`config.mk`:
```
export PLATFORM = sky130hd
export DESIGN_NAME = tone_pwm_mixer
export DESIGN_NICKNAME = d
export VERILOG_FILES = /design/src/rtl/sound_pkg.sv /design/src/rtl/tone_channel.sv /design/src/rtl/tone_pwm_mixer.sv
export SDC_FILE = /design/constraint.sdc
export NUM_CORES = 1
export LEC_CHECK = 0
export ABC_CLOCK_PERIOD_IN_PS = 2850
export CAP_MARGIN = 25
export CORE_ASPECT_RATIO = 1.5
export CORE_UTILIZATION = 53
export CTS_CLUSTER_SIZE = 12
export DETAILED_ROUTE_END_ITERATION = 10
export GPL_ROUTABILITY_DRIVEN = 0
export PLACE_DENSITY = 0.77
export REMOVE_ABC_BUFFERS = 1
export SETUP_SLACK_MARGIN = 0.15
export SLEW_MARGIN = 10
export SYNTH_ARGS = -nofsm -noshare
export SYNTH_HDL_FRONTEND = slang
export SYNTH_HIERARCHICAL = 1
export SYNTH_SLANG_ARGS = --single-unit
```
`constraint.sdc`:
```
create_clock -name clock -period 2.85 [get_ports clock]
set_input_delay 0.57 -clock clock [delete_from_list [all_inputs] [get_ports clock]]
set_output_delay 0.57 -clock clock [all_outputs]
set_load 0.05 [all_outputs]
```
`src/rtl/sound_pkg.sv`:
```
// Shared sound constants for the 12 MHz board: clock rate and note half-periods
// (in clock cycles) ready to be loaded into a tone channel.
package sound_pkg;

    localparam int CLOCK_FREQUENCY = 12000000;
    localparam int MAX_CHANNELS    = 8;

    localparam int NOTE_C4_HALF = 22933;
    localparam int NOTE_E4_HALF = 18202;
    localparam int NOTE_G4_HALF = 15306;

endpackage

```
`src/rtl/tone_channel.sv`:
```
// One square-wave tone voice: shadow half-period register, cycle counter and
// toggle flop. A zero half-period or a low enable keeps the voice silent.
module tone_channel
    import sound_pkg::*;
#(
    parameter int period_width = 16
) (
    input  logic                    clock,
    input  logic                    reset_n,
    input  logic                    enable,
    input  logic                    load,
    input  logic [period_width-1:0] half_period,
    output logic                    tone
);

    localparam logic [period_width-1:0] ONE = period_width'(1);

    logic [period_width-1:0] shadow;
    logic [period_width-1:0] counter;

    always_ff @(posedge clock or negedge reset_n) begin
        if (!reset_n) begin
            shadow  <= '0;
            counter <= '0;
            tone    <= 1'b0;
        end else if (load) begin
            // Restart on load so every voice comes back phase-aligned.
            shadow  <= half_period;
            counter <= '0;
            tone    <= 1'b0;
        end else if (!enable || shadow == '0) begin
            counter <= '0;
            tone    <= 1'b0;
        end else if (counter == shadow - ONE) begin
            counter <= '0;
            tone    <= ~tone;
        end else begin
            counter <= counter + ONE;
        end
    end

endmodule

```
`src/rtl/tone_pwm_mixer.sv`:
```
// Multi-channel square-wave tone generator; active voices are counted, scaled by
// volume once per PWM period and emitted as a single-bit PWM stream.
module tone_pwm_mixer
    import sound_pkg::*;
#(
    parameter int n_channels   = 3,
    parameter int period_width = 16,
    parameter int pwm_width    = 8
) (
    input  logic                               clock,
    input  logic                               reset_n,
    input  logic [n_channels-1:0]              enable,
    input  logic [n_channels*period_width-1:0] half_period,
    input  logic                               load,
    input  logic [pwm_width-1:0]               volume,
    output logic [n_channels-1:0]              tone_out,
    output logic                               pwm_out,
    output logic                               sample_strobe
);

    localparam int sum_width  = $clog2(n_channels + 1);
    localparam int prod_width = pwm_width + sum_width;

    logic [sum_width-1:0]  tone_count;
    logic [prod_width-1:0] level_next;
    logic [prod_width-1:0] pwm_counter;
    logic [prod_width-1:0] level_reg;

    for (genvar i = 0; i < n_channels; i++) begin : g_ch
        tone_channel #(
            .period_width(period_width)
        ) u_ch (
            .clock      (clock),
            .reset_n    (reset_n),
            .enable     (enable[i]),
            .load       (load),
            .half_period(half_period[i*period_width +: period_width]),
            .tone       (tone_out[i])
        );
    end

    always_comb begin
        tone_count = '0;
        for (int i = 0; i < n_channels; i++) begin
            tone_count = tone_count + sum_width'(tone_out[i]);
        end
    end

    // Both operands widened to the product width; n_channels*(2^pwm_width-1) always fits.
    assign level_next = {{pwm_width{1'b0}}, tone_count} * {{sum_width{1'b0}}, volume};

    always_ff @(posedge clock or negedge reset_n) begin
        if (!reset_n) begin
            pwm_counter   <= '0;
            level_reg     <= '0;
            sample_strobe <= 1'b0;
            pwm_out       <= 1'b0;
        end else begin
            pwm_counter   <= pwm_counter + prod_width'(1);
            sample_strobe <= &pwm_counter;
            // Level only changes at the wrap so each PWM period has one duty.
            if (&pwm_counter) begin
                level_reg <= level_next;
            end
            pwm_out <= (pwm_counter < level_reg);
        end
    end

endmodule

```
# Yosys cells after proc, flatten, opt, wreduce, memory -nomap -nowiden
# Index checks and enable logic that the tools add are counted.
op_classes:
  multipliers: 1
  muxes: 18
  n_lt_le_gt_ge: 1
  addsub: 9
  eq_ne: 3
  bitwise_logic: 3
  n_reduce_logical: 13
op_table:
  columns: ["cell", "n"]
  rows:
  - ["16-bit 2-to-1 mux", 9]
  - ["16-bit by 1-bit adder with 16-bit output, second input constant", 3]
  - ["16-bit equality test", 3]
  - ["16-bit zero test", 3]
  - ["16-bit by 1-bit subtractor with 16-bit output, second input constant", 3]
  - ["10-bit by 1-bit adder with 10-bit output, second input constant", 1]
  - ["10-bit < comparator", 1]
  - ["2-bit by 8-bit multiplier with 10-bit output", 1]
  - ["10-bit AND reduction", 1]
  - ["1-bit 2-to-1 mux", 9]
  - ["3-bit nonzero test", 3]
  - ["1-bit zero test", 3]
  - ["1-bit logical OR", 3]
  - ["1-bit inverter", 3]
  - ["1-bit by 1-bit adder with 2-bit output", 1]
  - ["2-bit by 1-bit adder with 2-bit output", 1]
totals:
  in_bits: 62
  out_inout_bits: 5
  wordCells: 61
  register_bits: 121

# Depth between registers and ports, before layout
# Gate-level depths: netlist of run 1.
depth:
  word_depth: 5
  mapped_depth: 10
  mapped_depth_nobuf: 9

# By module
# The synthesis of run 1 kept the hierarchy.
by_module_without_submodules:
  columns: ["mod", "area_per_inst_um2", "cells_each", "instances", "seq_area_each_um2"]
  rows:
  - ["tone_channel (g_ch[1].u_ch ...)", 1973.1, 198, 2, 825.8]
  - ["tone_channel (g_ch[0].u_ch)", 1988.2, 200, 1, 825.8]
  - ["tone_pwm_mixer", 1443.9, 146, 1, 550.5]

# Worst setup path after synthesis of run 1
# No wires, ideal clock.
synth_timing:
  path_kind: "reg2reg"
  from: "register g_ch[1].u_ch.tone"
  to: "register level_reg[7]"
  setup_ns: 0.136
  t_arrival_ns: 2.740
  setup_slack_ns: -0.026
  required_time_ns: 2.714
  synth_period_minus_slack_ns: 2.876
  stages_incl_launch_ff: 10
  path_buffers: 0
  cell_sequence: "dfrtp_1 > fa_1 > and2_1 > ha_1 > fa_1 > a21o_1 > o21ba_2 > o22ai_1 > xnor2_1 > o21ai_0"
synth_via:
  elab_chain_len: 3
synth_rtl:
  columns: ["item", "line", "source"]
  rows:
  - ["from (decl)", "tone_channel.sv:13", "output logic tone"]
  - ["from (signal assigned)", "tone_channel.sv:36", "tone <= ~tone;"]
  - ["1-bit by 1-bit adder with 2-bit output", "tone_pwm_mixer.sv:45", "tone_count = tone_count + sum_width'(tone_out[i]);"]
  - ["2-bit by 1-bit adder with 2-bit output", "tone_pwm_mixer.sv:45", null]
  - ["2-bit by 8-bit multiplier with 10-bit output", "tone_pwm_mixer.sv:50", "assign level_next = {{pwm_width{1'b0}}, tone_count} * {{sum_width{1'b0}}, volume};"]
  - ["to (signal assigned)", "tone_pwm_mixer.sv:63", "level_reg <= level_next;"]
  - ["to (decl)", "tone_pwm_mixer.sv:27", "logic [prod_width-1:0] level_reg;"]
# Every way passes these cells.
# A chain may end at the register's enable or synchronous reset.

# Worst setup path in the final report of run 1
layout_timing:
  from: "register g_ch[0].u_ch.shadow[0]"
  to: "register g_ch[0].u_ch.tone"
layout_via:
  elab_chain_len: 4
  elab_cells_between_ends: 7
  classes_between: "add/sub (1); eq/ne (1); mux (2); reduce/logical (3)"
layout_rtl:
  columns: ["item", "line", "source"]
  rows:
  - ["from (decl)", "tone_channel.sv:18", "logic [period_width-1:0] shadow;"]
  - ["from (signal assigned)", "tone_channel.sv:28", "shadow <= half_period;"]
  - ["branches (longest 4 deep; another with 16-bit by 1-bit subtractor with 16-bit output)", null, null]
  - ["to (signal assigned)", "tone_channel.sv:36", null]
  - ["to (decl)", "tone_channel.sv:13", null]
# Parallel ways; which one is timed is not known.

==> qor.csv, run 1 <==
metric;value;unit
num_rows;52;
hold_ws;132.9;ps
finClkSkew;7.106;ps
power_switching;1.145;mW
placed_area;0.008263;mm2
grt_pass1_wl;28730;um
drv_cap;0;
first_iter_violations;213;
synth_edf_count;0;
grt_pass1_vias;6326;
cp_max_fo;2;
critical_path_class;reg -> reg;
grt_use_total;0.2477;
intPower;3.472;mW
power_frac_clock;0.469;
clock_latency;410;ps
clk_pin_slew_worst_paths;50;ps
avgSynthCellArea;9.944;um2
p_leak;3.875;nW
crit_family;simple AND/OR/NAND/NOR gates;
cts_tree;done;
worst_ep_arrival_time;3010;ps
post_drt_wl_per_cell;17.03;um
finalWorstSetupSlack;174.4;ps
ioPinCount;67;
port_buffers;66;
drcViolationCount;5;
synthCells;742;
ys_types;69;
worstPathRequired;3180;ps
initial_core_util;0.5452;
finalCriticalPeriod;2676;ps
cpPeakStageDelay;480;ps
critPathBufInv;1;
synthFlopType;dfrtp_1;
layout_common_cells;dfrtp_1 (119), clkdlybuf4s50_1 (64), xor2_1 (57);
stdcell_area;0.009046;mm2
violations;design-rule violations;
reg_top3;g_ch.u_ch/counter (48), g_ch.u_ch/shadow (48);
synth_warnings;6;
cpMostUsedCell;or4b_4;
htree_levels;4;
place_ws;-35.32;ps
cp-end-kind;flip-flop;
power_density;510.4;mW/mm2
timing.final.crit_share;0.9388;
yosysSeqAreaShare;0.4104;
dr.pass1.iters;8;
fmax;0.3737;GHz
vdd_ir_drop_max;0.3278;mV
area_growth;22.60;%
max-slew-margin-rel;0.5542;
ys_ff_latch;121;
nets;919;
synth-async-reset-ratio;1.000;
setup_viol;0;
rsz0062_at_grt;yes;
cts_root_buf;clkbuf_16;
core;0.01353;mm2
grt_overflow;0;
wl;17150;um
power_frac_seq;0.412;
antenna_found_initial;0;
grt_max_degree;51;
fill_cells;1039;
dieArea;0.01441;mm2
synth_area;0.007378;mm2
drv_slew;0;
fp.dieH;146.5;um
die_w;98.34;um
drive_gt1_frac;0.1787;
outcome;finished with violations;
crit_path_start_kind;flip-flop;
worst_pin_slew;660.0;ps
hold_viol_final;0;
p_sw_frac;0.2480;
mostFrequentLayoutCell;dfrtp_1;
dr_total_vias;5941;
clockBufferDepth;2;
numCtsBuffers;17;
vias_per_cell;5.900;
p_total;4.617;mW
min_path_type;in -> async;
antenna_cells;0;
clock_sink_count;121;
final.setup.tns;0;ps
dp_hpwl;12020;um
power.share.combinational;0.118;
cp_cell_sequence;inv_1 > ha_2 > or4b_4 > nor3_4 > or4b_4 > a221o_1 > or4_1 > a21oi_2;
crit_slowest_cell;or4b_4;
final_antenna_net_count;0;
cells by family after synthesis:
| logic type | Yosys count | share of synthesized area |
|---|---|---|
| AND/OR/NAND/NOR | 283 | 0.2162 |
| flip-flops | 121 | 0.4104 |
| XOR/XNOR | 110 | 0.1306 |
| AO/OA/AOI/OAI | 98 | 0.09174 |
| buffers and inverters | 61 | 0.03985 |
| multiplexers | 44 | 0.06681 |
| adder cells (fa/ha/maj) | 25 | 0.04443 |
Yosys cell counts, types with 7 or more instances:
master / n / area (um2)
xor2_1: 57 / 499.2
a21oi_1: 14 / 70.07
and3_1: 16 / 100.1
nand2_1: 50 / 187.7
xnor2_1: 53 / 464.2
nor3_1: 54 / 270.3
nor4_1: 9 / 56.30
and2_1: 14 / 87.58
ha_1: 23 / 287.8
dfrtp_1: 121 / 3028
nand3_1: 26 / 130.1
nand2b_1: 7 / 43.79
clkbuf_1: 7 / 26.28
nand4_1: 17 / 106.4
nor2_1: 43 / 161.4
o21ai_0: 31 / 155.2
mux2_2: 42 / 473.0
inv_1: 37 / 138.9
worst paths after layout:
path                       slack (ps)           endpoint              startpoint  cells past startpoint
max in group asynchronous        1840  g_ch[0].u_ch/tone                 reset_n                      2
max reg2reg                       170  g_ch[0].u_ch/tone  g_ch[0].u_ch/shadow[0]                      8
max                               170  g_ch[0].u_ch/tone  g_ch[0].u_ch/shadow[0]                      8
min                               130     pwm_counter[3]                 reset_n                      1
min reg2reg                       500     pwm_counter[0]          pwm_counter[0]                      1
min in group clock                500     pwm_counter[0]          pwm_counter[0]                      1
metal layers:
layer	vias up	track usage	wire (um)
li1	2828	-	-
met1	2937	0.2601	6500
met2	136	0.4683	9543
met3	40	0.05122	689
met4	0	0.1097	421
met5	-	0	0
cell type report:
class	count	area, um2	share of cell area
Timing Repair Buffer	95	887.1	0.09806
Multi-Input combinational cell	560	4188	0.4629
Inverter	37	138.9	0.01535
Clock buffer	22	454.2	0.05021
Sequential cell	121	3030	0.3350
Clock inverter	10	145.1	0.01604
Tap cell	162	202.7	0.02241
stage by stage:
stage / util / instances
3_5_place_dp: 0.6106 / 968
5_1_grt: 0.6685 / 1007
4_1_cts: 0.6581 / 1002
3_3_place_gp: 0.6106 / 968
6_report: 0.6685 / 1007
2_1_floorplan: - / 718
power by group through the flow:
stage                     logic (mW)  registers, mW  clock network, mW
final                          0.547           1.90               2.17
after global routing           0.605           1.91               2.29
after CTS                      0.529           1.90               2.22
after detailed placement       0.520           1.92                  0
after global placement         0.504           1.92                  0
after floorplan                0.291           1.90                  0
timing repair:
action                     4_1_cts  5_1_grt
hold buffers                     0        0
setup endpoints to repair        6       24
gates resized for setup          6       26
pin swaps                        2        4
setup buffers                    2        4
cloned                           0        1
worst register-to-register path, delay by kind of cell, from the launching register on:
kind,cells,cell delay (ps)
compound gates,2,460
fa+ha+maj,1,170
buf+inv,1,80
flops,1,380
simple gates,4,1510
Power figures use the tool's default switching activity.
==> inputs of run 2 (changes only) <==
CTS_CLUSTER_DIAMETER = 30   (was not set)
GPL_TIMING_DRIVEN = 0   (was not set)
==> qor.csv, run 2 (synthesis results as in run 1) <==
metric;value;unit;change
outcome;finished with violations;;
violations;design-rule violations;;
antenna_found_initial;0;;unchanged
crit_start;g_ch[0].u_ch/shadow[1];;
rrSetupSlack;90;ps;-80 ps
place_ws;-311.2;ps;-275.9 ps
cp_cell_sequence;inv_2 > ha_4 > or4b_4 > nor3_4 > or4b_4 > a221o_1 > or4_4 > a21oi_2;;
dp_hpwl;11530;um;-4.1%
fill_cells;1013;;-2.5%
grt_overflow;0;;unchanged
power_switching;1.119;mW;-2.3%
crit_family;simple AND/OR/NAND/NOR gates;;
ioPinCount;67;;unchanged
fp.dieH;146.5;um;unchanged
post_drt_wl_per_cell;16.97;um;-0.37%
worst_pin_slew;717.7;ps;+57.72 ps
drcViolationCount;5;;unchanged
dp_cells;951;;-1.8%
cp_max_fo;3;;+1
clockBufferDepth;2;;unchanged
drive_gt1_frac;0.1859;;+0.007237
area_growth;22.13;%;
hold_viol_final;0;;unchanged
initial_core_util;0.5452;;unchanged
power_density;490.6;mW/mm2;-3.9%
cp.depth;8;;unchanged
reg_top3;g_ch.u_ch/counter (48), g_ch.u_ch/shadow (48);;
clock_latency;400;ps;about the same
power_frac_clock;0.444;;-0.025
worst_ep_arrival_time;3080;ps;+70 ps
final.setup.tns;0;ps;unchanged
cpMostUsedCell;or4b_4;;
power.share.combinational;0.122;;+0.004
cpPeakStageDelay;480;ps;about the same
wl;16990;um;-0.96%
post-route-util;0.6659;;-0.002589
antenna_cells;0;;unchanged
p_sw_frac;0.2532;;+0.005147
cp-end-kind;flip-flop;;
grt_max_degree;67;;+31%
grt_pass1_vias;6309;;-0.27%
numCtsBuffers;17;;unchanged
rsz0062_at_grt;yes;;
drv_cap;0;;unchanged
port_buffers;66;;unchanged
timing.final.crit_share;0.9667;;+0.02787
clock_sink_count;121;;unchanged
min_path_type;in -> async;;
ctsHoldBuffers;0;;unchanged
mostFrequentLayoutCell;dfrtp_1;;
clk_pin_slew_worst_paths;60;ps;about the same
fmax;0.3630;GHz;-2.9%
grt_use_total;0.2423;;-0.005438
intPower;3.302;mW;-4.9%
r2r-start;g_ch[0].u_ch/shadow[1];;
finalWorstSetupSlack;94.93;ps;-79.43 ps
cts_tree;done;;
cp-endpoint;g_ch[0].u_ch/tone;;
worst_r2r_path_depth;8;;unchanged
crit_path_start_kind;flip-flop;;
rr_endpoint;g_ch[0].u_ch/tone;;
num_rows;52;;unchanged
max-slew-margin-rel;0.5153;;-0.03898
critPathBufInv;1;;unchanged
power_frac_seq;0.435;;+0.023
crit_slowest_cell;or4b_4;;
layout_common_cells;dfrtp_1 (115), clkdlybuf4s50_1 (64), xor2_1 (57);;
nets;914;;-0.54%
worstPathRequired;3180;ps;about the same
vdd_ir_drop_max;0.2878;mV;-12%
critical_path_class;reg -> reg;;
dr_total_vias;5959;;+0.30%
first_iter_violations;301;;+41%
die_w;98.34;um;unchanged
cts_root_buf;clkbuf_16;;
seqCellArea;0.003035;mm2;+0.16%
final_antenna_net_count;0;;unchanged
finClkSkew;10.94;ps;+3.835 ps
grt_pass1_wl;28180;um;-1.9%
p_total;4.421;mW;-4.3%
setup_viol;0;;unchanged
vias_per_cell;5.953;;+0.90%
finalCriticalPeriod;2755;ps;+79.43 ps
htree_levels;4;;unchanged
drv_slew;0;;unchanged
dieArea;0.01441;mm2;unchanged
multiInputGateArea;0.004218;mm2;+0.72%
p_leak;3.847;nW;-0.74%
dr.pass1.iters;9;;+1
stdcell_count;1001;;-0.60%
core;0.01353;mm2;unchanged
-- run 2: cell count changes in the layout (fill, tap and decap cells not counted), moves of 2 or more --
| cell | previous run | this run |
|---|---|---|
| dfrtp_2 | 2 | 6 |
| bufinv_16 | 3 | 1 |
| dfrtp_1 | 119 | 115 |
| clkinv_4 | 4 | 0 |
| buf_4 | 28 | 18 |
| clkbuf_1 | 4 | 2 |
| buf_6 | 1 | 4 |
| clkinv_2 | 1 | 8 |
-- run 2: layout make-up --
cell class / count / share of cell area
tap: 162 / 0.02249
multi-input combinational: 560 / 0.4681
clock inverter: 10 / 0.008609
timing repair buffer: 90 / 0.09747
inverter: 37 / 0.01541
sequential: 121 / 0.3369
clock buffer: 21 / 0.05110
-- run 2: repair_timing --
item,CTS,global route
setup buffers,12,6
pin swaps,6,8
cloned,0,1
resized for setup,18,20
setup endpoints to repair,53,23
-- run 2: how the worst min path moves through the flow --
stage                       startpoint                      end  slack, ps
after global placement    level_reg[6]             level_reg[6]        470
after floorplan                reset_n  g_ch[0].u_ch/counter[0]        270
after CTS                      reset_n             level_reg[3]        180
final                          reset_n             level_reg[3]        170
after detailed placement  level_reg[9]             level_reg[9]        470
after global routing           reset_n   g_ch[2].u_ch/shadow[0]        200
-- run 2: routing by layer --
metal | track usage | vias up | share of wire
met4 | 0.1075 | 0 | 0.027
met5 | 0 | - | 0
met2 | 0.4482 | 170 | 0.55
li1 | - | 2804 | -
met1 | 0.2645 | 2945 | 0.39
met3 | 0.04787 | 40 | 0.034
-- run 2: metrics by stage --
step           area, um2  hold WS, ps
2_1_floorplan       7223        274.4
3_3_place_gp        8087        472.2
3_5_place_dp        8175        474.5
4_1_cts             8869        182.6
5_1_grt             9011        200.1
6_report            9011        165.2
-- run 2: power by group through the flow --
stage	combinational, mW	sequential, mW	clock (mW)
6_report	0.538	1.92	1.96
5_1_grt	0.587	1.93	2.09
4_1_cts	0.511	1.91	2.00
3_5_place_dp	0.489	1.94	0
3_3_place_gp	0.461	1.93	0
2_1_floorplan	0.291	1.90	0
-- run 2: worst register-to-register path: cells and delay by family (launching register included) --
family | cells | cell delay (ps)
simple gates | 4 | 1520
buf+inv | 1 | 90
fa+ha+maj | 1 | 150
flops | 1 | 400
compound gates | 2 | 520
==> inputs of run 3 (changes only) <==
CTS_BUF_LIST = sky130_fd_sc_hd__clkbuf_16   (was not set)
==> qor.csv, run 3 (synthesis results as in run 1) <==
metric;value;unit;change
clk_pin_slew_worst_paths;60;ps;about the same
first_iter_violations;276;;-8.3%
post_drt_wl_per_cell;16.78;um;-1.1%
grt_max_degree;67;;unchanged
cp_cell_sequence;inv_2 > ha_4 > or4b_4 > nor3_4 > or4b_4 > a221o_1 > or4_4 > a21oi_2;;
drive_gt1_frac;0.1824;;-0.003576
worst_ep_arrival_time;3080;ps;about the same
critPathBufInv;1;;unchanged
cp_max_fo;3;;unchanged
p_leak;3.844;nW;about the same
max-slew-margin-rel;0.5210;;+0.005700
p_total;4.357;mW;-1.5%
hold_ws;162.2;ps;-3.018 ps
violations;design-rule violations;;
outcome;finished with violations;;
die_w;98.34;um;unchanged
vias_per_cell;5.967;;+0.23%
finClkSkew;9.908;ps;-1.033 ps
fmax;0.3634;GHz;+0.11%
drv_slew;0;;unchanged
worst_pin_slew;709.3;ps;-8.440 ps
grt_use_total;0.2405;;-0.001719
placed_area;0.008175;mm2;unchanged
core;0.01353;mm2;unchanged
cp-end-kind;flip-flop;;
port_buffers;66;;unchanged
final_antenna_net_count;0;;unchanged
timing.final.crit_share;0.9656;;-0.001052
wl;16800;um;-1.1%
num_rows;52;;unchanged
grt_pass1_wl;28010;um;-0.61%
grt_overflow;0;;unchanged
numCtsBuffers;17;;unchanged
dieArea;0.01441;mm2;unchanged
grt_pass1_vias;6252;;-0.90%
busiest_layer;met2;;
finalWorstSetupSlack;97.93;ps;+2.998 ps
finalCriticalPeriod;2752;ps;-2.998 ps
min_path_type;in -> async;;
crit_path_start_kind;flip-flop;;
grt_use_met1;0.2658;;+0.001335
ioPinCount;67;;unchanged
layout_common_cells;dfrtp_1 (115), clkdlybuf4s50_1 (64), xor2_1 (57);;
vdd_ir_drop_max;0.2746;mV;-4.6%
grt_use_met3;0.04596;;-0.001915
drv_cap;0;;unchanged
cts_tree;done;;
rsz0062_at_grt;yes;;
cpPeakStageDelay;480;ps;about the same
crit_family;simple AND/OR/NAND/NOR gates;;
setup_viol;0;;unchanged
critical_path_class;reg -> reg;;
dr.pass1.iters;8;;-1
area_growth;21.77;%;
power_density;484.9;mW/mm2;-1.2%
hold_viol_final;0;;unchanged
cts_root_buf;clkbuf_16;;
htree_levels;4;;unchanged
cpMostUsedCell;or4b_4;;
mostFrequentLayoutCell;dfrtp_1;;
stdcell_area;0.008985;mm2;-0.29%
antenna_found_initial;0;;unchanged
crit_slowest_cell;or4b_4;;
worstPathRequired;3180;ps;about the same
antenna_cells;0;;unchanged
fp.dieH;146.5;um;unchanged
grt.met2_usage;0.4458;;-0.002465
nets;914;;unchanged
initial_core_util;0.5452;;unchanged
reg_top3;g_ch.u_ch/counter (48), g_ch.u_ch/shadow (48);;
fill_cells;1008;;-0.49%
dp_hpwl;11530;um;unchanged
clockBufferDepth;2;;unchanged
clock_sink_count;121;;unchanged
place_ws;-311.2;ps;unchanged
drcViolationCount;5;;unchanged
clock_latency;400;ps;about the same
dr_total_vias;5973;;+0.23%
[run 3: changes by cell type in the layout (fill, tap and decap cells not counted)]
cell      before  now
nor4_1         4    5
clkinv_1       0    2
nor4_2         4    3
inv_1         35   37
clkbuf_8       2    0
clkbuf_1       2    0
[run 3: power breakdown]
part,internal (mW),total [mW],switching (mW)
sequential,1.79,1.92,0.129
clock,1.16,1.90,0.737
combinational,0.285,0.536,0.251
total,3.24,4.36,1.12
[run 3: layout make-up]
type | count | area, um2 | area share
flip-flops and latches | 121 | 3035 | 0.3378
inverters | 37 | 138.9 | 0.01546
multi-input cells | 560 | 4212 | 0.4687
repair buffers | 90 | 878.3 | 0.09776
clock buffers | 17 | 425.4 | 0.04735
clock inverters | 14 | 92.59 | 0.01030
well taps | 162 | 202.7 | 0.02256
[run 3: worst paths after layout]
path,startpoint,endpoint,slack (ps),cells after the start
worst max-delay path,g_ch[0].u_ch/shadow[1],g_ch[0].u_ch/tone,100,8
worst min-delay path,reset_n,level_reg[3],160,1
worst max register to register,g_ch[0].u_ch/shadow[1],g_ch[0].u_ch/tone,100,8
worst min register to register,level_reg[9],level_reg[9],480,2
max in group asynchronous,reset_n,g_ch[2].u_ch/tone,1980,2
min in group clock,level_reg[9],level_reg[9],480,2
[run 3: routing by layer]
metal  vias up  share of wire
met5         -              0
met4         0          0.026
met3        40          0.032
met2       160           0.55
met1      2969           0.39
li1       2804              -
[run 3: metrics by stage]
step	cells	utilization	TNS [ps]
5_1_grt	1001	0.6639	0
6_report	1001	0.6639	0
3_5_place_dp	951	0.6041	-4722
4_1_cts	994	0.6536	0
2_1_floorplan	718	-	-8121
3_3_place_gp	946	0.5975	-476020
[run 3: timing repair]
action,CTS,global route
gates resized for setup,18,19
hold buffers,0,0
pin swaps,6,8
cloned,0,1
buffers inserted,12,6
setup endpoints to repair,52,22
